===== config.mk =====
export PLATFORM = sky130hd
export DESIGN_NAME = shift_arb_seq_flat
export DESIGN_NICKNAME = d
export VERILOG_FILES = /design/src/rtl/shift_arb_pkg.sv /design/src/rtl/shift_arb_seq_if.sv /design/src/rtl/shift_step4.sv /design/src/rtl/shift_arb_seq.sv /design/src/flat_wrapper.sv
export SDC_FILE = /design/constraint.sdc
export NUM_CORES = 1
export LEC_CHECK = 0
export ABC_AREA = 0
export BUFFER_PORTS_ARGS = -buffer_cell sky130_fd_sc_hd__buf_2
export CORE_ASPECT_RATIO = 1.2
export CORE_MARGIN = 3
export CORE_UTILIZATION = 49
export DETAILED_ROUTE_END_ITERATION = 10
export PLACE_DENSITY = 0.78
export SETUP_SLACK_MARGIN = 0.2
export SLEW_MARGIN = 15
export SYNTH_ARGS = -nofsm -noshare
export SYNTH_HDL_FRONTEND = slang
export SYNTH_SLANG_ARGS = --single-unit

===== constraint.sdc =====
create_clock -name clk -period 2 [get_ports clk]
set_clock_uncertainty 0.15 [all_clocks]
set_input_delay 0.3 -clock clk [delete_from_list [all_inputs] [get_ports clk]]
set_output_delay 0.3 -clock clk [all_outputs]
set_load 0.01 [all_outputs]

===== src/rtl/shift_arb_pkg.sv =====
`default_nettype none
// ============================================================================
// Module   : shift_arb_pkg
// Purpose  : Shared types and constants for the shift_arb_seq sequencer and
//            its single-pass shift step.
// Contents : state_e  - sequencer FSM state encoding (IDLE/RUN/DONE)
//            MODE_LSR - logical shift right, zero fill
//            MODE_ROR - rotate right
//            MAX_STEP - largest amount the shared shifter moves per pass
// Revision : 1.0 - initial release
// ============================================================================
package shift_arb_pkg;

    typedef enum logic [1:0] {
        IDLE = 2'd0,
        RUN  = 2'd1,
        DONE = 2'd2
    } state_e;

    localparam logic MODE_LSR = 1'b0;
    localparam logic MODE_ROR = 1'b1;

    localparam int MAX_STEP = 3;

endpackage : shift_arb_pkg
`default_nettype wire


===== src/rtl/shift_arb_seq_if.sv =====
`default_nettype none
// ============================================================================
// Module   : shift_arb_seq_if
// Purpose  : Request/response bundle between the ALU-side requesters and the
//            shift_arb_seq sequencer.
// Signals  : req_valid[N_REQ]       per-requester job valid
//            req_ready[N_REQ]       one-hot accept pulse in the grant cycle
//            req_data[4*N_REQ]      operands, requester i at [4i+3:4i]
//            req_amt[AMT_W*N_REQ]   shift amounts, requester i at slice i
//            req_mode[N_REQ]        0 = logical shift right, 1 = rotate right
//            rsp_valid / rsp_ready  response handshake
//            rsp_data[4]            result
//            rsp_id[ID_W]           owner of the result
// Modports : master - requester/consumer side
//            slave  - sequencer side
// Revision : 1.0 - initial release
// ============================================================================
interface shift_arb_seq_if
    import shift_arb_pkg::*;
#(
    parameter int N_REQ = 2,
    parameter int AMT_W = 4,
    parameter int ID_W  = 1
) ();

    logic [N_REQ-1:0]       req_valid;
    logic [N_REQ-1:0]       req_ready;
    logic [4*N_REQ-1:0]     req_data;
    logic [AMT_W*N_REQ-1:0] req_amt;
    logic [N_REQ-1:0]       req_mode;
    logic                   rsp_valid;
    logic                   rsp_ready;
    logic [3:0]             rsp_data;
    logic [ID_W-1:0]        rsp_id;

    modport master (
        output req_valid, req_data, req_amt, req_mode, rsp_ready,
        input  req_ready, rsp_valid, rsp_data, rsp_id
    );

    modport slave (
        input  req_valid, req_data, req_amt, req_mode, rsp_ready,
        output req_ready, rsp_valid, rsp_data, rsp_id
    );

endinterface : shift_arb_seq_if
`default_nettype wire


===== src/rtl/shift_step4.sv =====
`default_nettype none
// ============================================================================
// Module   : shift_step4
// Purpose  : One pass of the shared 4-bit right shifter (amount 0..3).
// Ports    : in[3:0]  operand
//            s[1:0]   shift amount for this pass
//            mode     MODE_LSR = zero-fill shift, MODE_ROR = rotate
//            out[3:0] shifted / rotated operand
// Revision : 1.0 - initial release
// ============================================================================
module shift_step4
    import shift_arb_pkg::*;
(
    input  logic [3:0] in,
    input  logic [1:0] s,
    input  logic       mode,
    output logic [3:0] out
);

    // Shifting a doubled copy right leaves the rotated nibble in the low
    // half; s = 0 naturally passes the operand through.
    logic [7:0] rot_wide;

    always_comb begin
        rot_wide = {in, in} >> s;
        if (mode == MODE_ROR) begin
            out = rot_wide[3:0];
        end else begin
            out = in >> s;
        end
    end

endmodule : shift_step4
`default_nettype wire


===== src/rtl/shift_arb_seq.sv =====
`default_nettype none
// ============================================================================
// Module   : shift_arb_seq
// Purpose  : Round-robin arbiter and multi-pass sequencer in front of the
//            shared 4-bit shifter. A granted job is executed as repeated
//            passes of at most MAX_STEP positions, then returned with the
//            owner's index over a valid/ready response channel.
// Ports    : clk    system clock, rising edge
//            rst_n  asynchronous active-low reset
//            bus    shift_arb_seq_if.slave (request and response channels)
//            busy   high while a job is in RUN or DONE
// Revision : 1.0 - initial release
// ============================================================================
module shift_arb_seq
    import shift_arb_pkg::*;
#(
    parameter int N_REQ = 2,
    parameter int AMT_W = 4,
    parameter int ID_W  = 1
) (
    input  logic                  clk,
    input  logic                  rst_n,
    shift_arb_seq_if.slave        bus,
    output logic                  busy
);

    // ------------------------------------------------------------------
    // State
    // ------------------------------------------------------------------
    state_e           state_q, state_d;
    logic [ID_W-1:0]  rr_q,    rr_d;
    logic [ID_W-1:0]  id_q,    id_d;
    logic [3:0]       data_q,  data_d;
    logic [AMT_W-1:0] rem_q,   rem_d;
    logic             mode_q,  mode_d;

    // ------------------------------------------------------------------
    // Per-requester views of the packed request buses
    // ------------------------------------------------------------------
    logic [3:0]       data_arr [N_REQ];
    logic [AMT_W-1:0] amt_arr  [N_REQ];

    for (genvar i = 0; i < N_REQ; i++) begin : g_unpack
        assign data_arr[i] = bus.req_data[4*i +: 4];
        assign amt_arr[i]  = bus.req_amt[AMT_W*i +: AMT_W];
    end

    // ------------------------------------------------------------------
    // Round-robin pick: scan from the farthest offset back to the pointer
    // so the candidate closest to rr_q is the one left standing.
    // ------------------------------------------------------------------
    logic             grant_valid;
    logic [ID_W-1:0]  grant_idx;
    logic [ID_W-1:0]  cand_idx;
    int               cand_sum;

    always_comb begin
        grant_valid = 1'b0;
        grant_idx   = '0;
        cand_idx    = '0;
        cand_sum    = 0;
        for (int k = N_REQ - 1; k >= 0; k--) begin
            cand_sum = int'(rr_q) + k;
            if (cand_sum >= N_REQ) begin
                cand_sum = cand_sum - N_REQ;
            end
            cand_idx = ID_W'(cand_sum);
            if (bus.req_valid[cand_idx]) begin
                grant_valid = 1'b1;
                grant_idx   = cand_idx;
            end
        end
    end

    // ------------------------------------------------------------------
    // One shifter pass per RUN cycle
    // ------------------------------------------------------------------
    logic [1:0] step;
    logic [3:0] step_out;

    assign step = (rem_q > AMT_W'(MAX_STEP)) ? 2'(MAX_STEP) : rem_q[1:0];

    shift_step4 u_step (
        .in   (data_q),
        .s    (step),
        .mode (mode_q),
        .out  (step_out)
    );

    // ------------------------------------------------------------------
    // State register
    // ------------------------------------------------------------------
    always_ff @(posedge clk or negedge rst_n) begin
        if (!rst_n) begin
            state_q <= IDLE;
            rr_q    <= '0;
            id_q    <= '0;
            data_q  <= '0;
            rem_q   <= '0;
            mode_q  <= MODE_LSR;
        end else begin
            state_q <= state_d;
            rr_q    <= rr_d;
            id_q    <= id_d;
            data_q  <= data_d;
            rem_q   <= rem_d;
            mode_q  <= mode_d;
        end
    end

    // ------------------------------------------------------------------
    // Next-state and datapath
    // ------------------------------------------------------------------
    always_comb begin
        state_d = state_q;
        rr_d    = rr_q;
        id_d    = id_q;
        data_d  = data_q;
        rem_d   = rem_q;
        mode_d  = mode_q;

        case (state_q)
            IDLE: begin
                if (grant_valid) begin
                    id_d   = grant_idx;
                    data_d = data_arr[grant_idx];
                    rem_d  = amt_arr[grant_idx];
                    mode_d = bus.req_mode[grant_idx];
                    state_d = (amt_arr[grant_idx] == '0) ? DONE : RUN;
                end
            end

            RUN: begin
                data_d = step_out;
                rem_d  = rem_q - AMT_W'(step);
                if (rem_q <= AMT_W'(MAX_STEP)) begin
                    state_d = DONE;
                end
            end

            DONE: begin
                // Returning to IDLE here means the earliest next grant is
                // the following cycle, never the handshake cycle itself.
                if (bus.rsp_ready) begin
                    state_d = IDLE;
                    if (int'(id_q) == N_REQ - 1) begin
                        rr_d = '0;
                    end else begin
                        rr_d = id_q + ID_W'(1);
                    end
                end
            end

            default: begin
                state_d = IDLE;
            end
        endcase
    end

    // ------------------------------------------------------------------
    // Outputs
    // ------------------------------------------------------------------
    always_comb begin
        bus.req_ready = '0;
        // Qualified by rst_n so no accept pulse leaks out while reset is
        // held with requests pending.
        if (rst_n && (state_q == IDLE) && grant_valid) begin
            bus.req_ready[grant_idx] = 1'b1;
        end
        bus.rsp_valid = (state_q == DONE);
        bus.rsp_data  = data_q;
        bus.rsp_id    = id_q;
        busy          = (state_q != IDLE);
    end

endmodule : shift_arb_seq
`default_nettype wire

===== src/flat_wrapper.sv =====
// flat-port wrapper written by rule: the top's interface ports become plain ports
module shift_arb_seq_flat import shift_arb_pkg::*;
#(
    parameter int N_REQ = 2,
    parameter int AMT_W = 4,
    parameter int ID_W  = 1
)
  (clk, rst_n, busy, bus_req_valid, bus_req_data, bus_req_amt, bus_req_mode, bus_rsp_ready, bus_req_ready, bus_rsp_valid, bus_rsp_data, bus_rsp_id);
  shift_arb_seq_if #(.N_REQ(N_REQ), .AMT_W(AMT_W), .ID_W(ID_W)) bus_i ();
  input  logic clk;
  input  logic rst_n;
  output logic busy;
  input wire logic [$bits(bus_i.req_valid)-1:0] bus_req_valid;
  input wire logic [$bits(bus_i.req_data)-1:0] bus_req_data;
  input wire logic [$bits(bus_i.req_amt)-1:0] bus_req_amt;
  input wire logic [$bits(bus_i.req_mode)-1:0] bus_req_mode;
  input wire logic [$bits(bus_i.rsp_ready)-1:0] bus_rsp_ready;
  output wire logic [$bits(bus_i.req_ready)-1:0] bus_req_ready;
  output wire logic [$bits(bus_i.rsp_valid)-1:0] bus_rsp_valid;
  output wire logic [$bits(bus_i.rsp_data)-1:0] bus_rsp_data;
  output wire logic [$bits(bus_i.rsp_id)-1:0] bus_rsp_id;
  assign bus_i.req_valid = bus_req_valid;
  assign bus_i.req_data = bus_req_data;
  assign bus_i.req_amt = bus_req_amt;
  assign bus_i.req_mode = bus_req_mode;
  assign bus_i.rsp_ready = bus_rsp_ready;
  assign bus_req_ready = bus_i.req_ready;
  assign bus_rsp_valid = bus_i.rsp_valid;
  assign bus_rsp_data = bus_i.rsp_data;
  assign bus_rsp_id = bus_i.rsp_id;
  shift_arb_seq #(.N_REQ(N_REQ), .AMT_W(AMT_W), .ID_W(ID_W)) u_core (.clk(clk), .rst_n(rst_n), .bus(bus_i), .busy(busy));
endmodule

# Yosys cells after proc, flatten, opt, wreduce, memory -nomap -nowiden
# Index checks and enable logic that the tools add are counted.
word_totals:
  register_bits: 13
  in_bits: 23
  output_inout_bits: 9
  elab_cells: 72
classes:
  n_addsub: 5
  order_cmp: 9
  eq_ne: 5
  shifts: 2
  muxes: 33
  n_bitwise: 1
  n_reduce_logical: 11
op_table:
  columns: ["cell", "count"]
  rows:
  - ["2-to-1 mux 4 bit", 9]
  - ["case mux 4 bit (2 select lines)", 2]
  - ["2-to-1 mux 1 bit", 14]
  - ["2-to-1 mux 2 bit", 6]
  - [">> shifter 8 x 2 -> 4 bit", 1]
  - ["< comparator 1 x 2 -> 1 bit (second input constant)", 3]
  - ["case mux 2 bit (3 select lines)", 1]
  - ["AND reduction 2 bit", 3]
  - ["greater-or-equal comparator 2 bit (second input constant)", 2]
  - ["> comparator 4 x 2 -> 1 bit (second input constant)", 1]
  - ["less-or-equal comparator 4 x 2 -> 1 bit (second input constant)", 1]
  - ["zero test 4 bit", 1]
  - ["inequality test 2 x 1 -> 1 bit (second input constant)", 2]
  - ["nonzero test 2 bit", 2]
  - [">> shifter 4 x 2 -> 4 bit", 1]
  - ["subtractor 4 x 2 -> 4 bit", 1]
  - ["logical AND 1 bit", 3]
  - ["AND reduction 3 bit", 1]
  - ["adder 1 x 1 -> 2 bit (second input constant)", 1]
  - ["== test 2 x 1 -> 1 bit (second input constant)", 1]
  - ["== test 2 bit (second input constant)", 1]
  - ["greater-or-equal comparator 1 x 2 -> 1 bit (second input constant)", 1]
  - ["zero test 2 bit", 1]
  - ["inequality test 2 bit (second input constant)", 1]
  - ["5 further kinds", 6]

# Depth between registers and ports, before layout
depth:
  word_depth: 15
  ltp_mapped: 8
  ltp_nobuf: 7

# By module
# Synthesis repeated with hierarchy kept, for this count alone.
hier_totals:
  cells_unflattened: 89
  hier_area_um2: 895.9
modules_own_cells:
  columns: ["mod", "instances", "cells_per_inst", "area_each_um2", "seq_area_each_um2"]
  rows:
  - ["shift_arb_seq", 1, 77, 768.2, 325.3]
  - ["shift_step4", 1, 12, 127.6, 0.0]

# Worst setup path after synthesis
# OpenSTA, ideal clock, no wires.
synth_path:
  kind: "reg-to-reg"
  start: "reg u_core.rem_q[2]"
  end: "reg u_core.rem_q[2]"
  setup_ns: 0.082
  arrival_ns: 1.498
  required_time_ns: 1.768
  path_slack_ns: 0.270
  path_stages_with_launch: 9
  path_buffers: 1
  period_less_slack_ns: 1.730
  cell_sequence: "dfrtp_1 -> or2_1 -> buf_2 -> or2b_1 -> ha_1 -> and2b_1 -> o21ai_0 -> o21ai_0 -> a31oi_1"
synth_via:
  elab_chain_cells: 4
synth_lines:
  columns: ["element", "line_no", "source"]
  rows:
  - ["from (decl)", "shift_arb_seq.sv:34", "logic [AMT_W-1:0] rem_q, rem_d;"]
  - ["from (signal assigned)", "shift_arb_seq.sv:106", "rem_q <= rem_d;"]
  - ["> comparator 4 x 2 -> 1 bit", "shift_arb_seq.sv:81", "assign step = (rem_q > AMT_W'(MAX_STEP)) ? 2'(MAX_STEP) : rem_q[1:0];"]
  - ["2-to-1 mux 2 bit", "shift_arb_seq.sv:81", null]
  - ["subtractor 4 x 2 -> 4 bit *", "shift_arb_seq.sv:135", "rem_d = rem_q - AMT_W'(step);"]
  - ["case mux 4 bit (2 select lines) *", "shift_arb_seq.sv:122", "case (state_q)"]
# Every way passes the cells marked *; elsewhere a longest branch is shown, timed or not.
# A chain may end at the register's enable or synchronous reset.

# Final worst setup path
layout_path:
  start: "reg u_core.rem_q[3]"
  end: "reg u_core.rem_q[2]"
layout_via:
  elab_chain_cells: 4
layout_lines:
  columns: ["element", "line_no"]
  rows:
  - ["> comparator 4 x 2 -> 1 bit", "shift_arb_seq.sv:81"]
  - ["2-to-1 mux 2 bit", "shift_arb_seq.sv:81"]
  - ["subtractor 4 x 2 -> 4 bit", "shift_arb_seq.sv:135"]
  - ["case mux 4 bit (2 select lines)", "shift_arb_seq.sv:122"]
# Every way passes these cells.

==> summary.md <==
| Metric | Value |
|---|---|
| Status | `completed` |
| Die Height | `54.70 um` |
| Crit-path leading delay family | `simple AND/OR/NAND/NOR gates` |
| CTS Buf Count | `3` |
| Total grt overflow | `0` |
| Initial drt markers | `47` |
| Setup TNS | `0 ns` |
| Int Power | `1038 uW` |
| Worst-path fanout max | `5` |
| H-tree level count | `1` |
| Via-to-Cell Ratio | `6.429` |
| Syn Nets | `141` |
| Area occupied by multi-input gates | `618.1 um2` |
| CP startpoint kind | `flop` |
| CP arrival | `1.90 ns` |
| Register area | `330.3 um2` |
| Synthesized area | `968.4 um2` |
| Worst Path Class, Setup | `flop to flop` |
| Synth cell types | `40` |
| Layout cells sized above 1 | `37.97%` |
| Largest net degree at the start of global routing | `14` |
| Maximum VDD drop | `794.6 uV` |
| First-pass GRT wire length | `4236 um` |
| Sequential share of power | `31.8%` |
| Root buf cell | `clkbuf_4` |
| Most frequent cells in the layout | `buf_2 (31), nand2_1 (13), buf_4 (11)` |
| DRT Pass-1 Iters | `4` |
| DPL Wire Length | `2009 um` |
| Fin crit period | `1.834 ns` |
| Top_reg_cell synth | `dfrtp_1` |
| Hold depth | `2` |
| Initial antenna violation count | `0` |
| Max-slew headroom | `58.36%` |
| Commonest non-fill, non-tap cell in the layout | `buf_2` |
| Clock transition at path regs | `0.09 ns` |
| Num ports | `32` |
| CTS max path bufs | `2` |
| Pwr/cell area | `1521 nW/um2` |
| Switch share | `45.59%` |
| Count of pins over their slew limit | `0` |
| Clk pwr share | `9.4%` |
| Slowest cell on the critical path | `dfrtp_1` |
| CP required | `2.06 ns` |
| Net switching power | `869.5 uW` |
| Mapped Cells | `117` |
| Routed len/inst | `16.83 um` |
| Port bufs | `31` |
| Post-synth EDFFs | `0` |
| DIE AREA | `2548 um2` |
| Number of max-cap violations | `0` |
| Vias in the first global route | `965` |
| Sequential area share after synthesis | `33.59%` |
| Worst path bufs/invs | `0` |
| Drc violations | `0` |
| Endpoints failing setup | `0` |
| Avg Inst Size Synth | `8.277 um2` |
| Core area | `1851 um2` |
| Later-pin clock latency in the skew report | `0.29 ns` |
| Die width | `46.59 um` |
| WL final | `2979 um` |
| CTS sink cnt | `13` |
| Worst r2r path cells | `7` |
| Num rows | `17` |
| CP Capture Type | `flop` |
| Unrepaired setup endpoints after global routing | `yes` |
| Leak | `0.0006016 uW` |
| CTS tree | `done` |
| Fillers | `158` |
| Area grow syn2layout | `29.46%` |
| Worst path cell trace | `or2_4, or2b_1, ha_1, and2b_1, o21ai_0, o21ai_1, a31oi_1` |
| Final Total Pwr | `1907 uW` |
| Combinational group share of total power | `58.8%` |
| Nets | `183` |
| Gr usage total | `23.28%` |
| GP Congestion | `0.8739` |
| Period utilisation layout | `91.72%` |
| Final hold vios | `0` |
| Crit. path cell count | `7` |
| Slowest stage delay, CP | `0.43 ns` |
| Post-route ant nets | `0` |
| FF+latch count, synth | `13` |
| Vias | `1138` |
| Ys async rst share | `100.0%` |
| Max Freq | `0.5452 GHz` |
| Ant diodes | `0` |
| Worst min path class | `input port to flop` |
| Initial Utilization | `52.33%` |
| Worst Tran Pin Value | `0.6226 ns` |
| Syn. warnings | `0` |
[routing by layer]
metal,wire length (um),share of wire (%),vias up,track usage [%]
met5,0,0,-,0
met4,77,2.6,0,7.583
met3,196,6.6,12,3.947
met2,1542,52,64,41.28
met1,1163,39,543,27.78
li1,-,-,519,-
[power groups by stage]
stage | sequential (uW) | clock [uW] | combinational (uW)
finish | 607 | 179 | 1120
global route | 623 | 179 | 1230
CTS | 605 | 174 | 969
detailed placement | 605 | 0 | 937
global placement | 597 | 0 | 904
floorplan | 530 | 0 | 727
[cells by family after synthesis]
kind of cell | synth area share (%)
flip-flops | 33.59
buffers and inverters | 4.135
AO/OA/AOI/OAI | 22.61
adder cells (fa/ha/maj) | 1.292
multiplexers | 5.168
AND/OR/NAND/NOR | 33.21
[flip-flops by register name (all words and copies together) (netlist names)]
register	flops
u_core.rem_q	4
u_core.state_q	2
u_core.bus.rsp_data	4
u_core.bus.rsp_id	1
u_core.rr_q	1
u_core.mode_q	1
[final timing paths]
path / endpoint / slack [ns] / from
setup / recovery: u_core.rem_q[2] / 0.17 / u_core.rem_q[3]
hold / removal: u_core.rr_q / 0.07 / bus_rsp_ready
setup reg to reg: u_core.rem_q[2] / 0.17 / u_core.rem_q[3]
hold reg to reg: u_core.rr_q / 0.33 / u_core.bus.rsp_id
max in group asynchronous: u_core.state_q[1] / 0.82 / rst_n
min in group asynchronous: u_core.rem_q[2] / 0.44 / rst_n
[what timing repair did]
action	4_1_cts	5_1_grt
cloned	0	0
hold buffers	1	0
pin swaps	0	1
buffers inserted	1	6
setup endpoints to repair	4	5
gates resized for setup	3	6
endpoints found under the hold margin	13	0
[area by class of cell]
type                            count  area share [%]
Clock buffer                        4           2.096
Inverter                            2          0.5988
Sequential cell                    13           26.35
Multi-Input combinational cell     96           49.30
Tap cell                           19           1.896
Timing Repair Buffer               43           19.76
[metrics by stage]
stage / std cells / worst slack, ns / cell area, um2 / utilization (%) / hold slack (ns)
floorplan: 117 / 0.2705 / 968.4 / - / -0.1456
global placement: 165 / 0.2307 / 1145 / 61.87 / 0.07310
detailed placement: 165 / 0.1419 / 1145 / 61.87 / 0.07375
CTS: 171 / 0.1732 / 1201 / 64.91 / 0.07203
global route: 177 / 0.09405 / 1254 / 67.75 / 0.07780
finish: 177 / 0.1657 / 1254 / 67.75 / 0.06655
[synthesized netlist by cell type, types with 2 or more instances]
master | instances | area [um2]
nor2b_1 | 3 | 18.77
or2b_1 | 2 | 15.01
nor4_1 | 2 | 12.51
nor3_1 | 4 | 20.02
nand2_1 | 14 | 52.55
a221oi_1 | 2 | 17.52
nand2b_1 | 4 | 25.02
nand3_1 | 2 | 10.01
dfrtp_1 | 13 | 325.3
o21ai_0 | 11 | 55.05
a21oi_1 | 8 | 40.04
buf_2 | 5 | 25.02
nor2_1 | 7 | 26.28
nand4b_1 | 2 | 17.52
a22oi_1 | 2 | 15.01
and3_2 | 2 | 15.01
or3_1 | 2 | 12.51
inv_1 | 2 | 7.510
a31oi_1 | 4 | 25.02
mux2i_1 | 5 | 50.05
nor3b_1 | 2 | 15.01
Note: power is estimated with default switching activity, not from simulation.
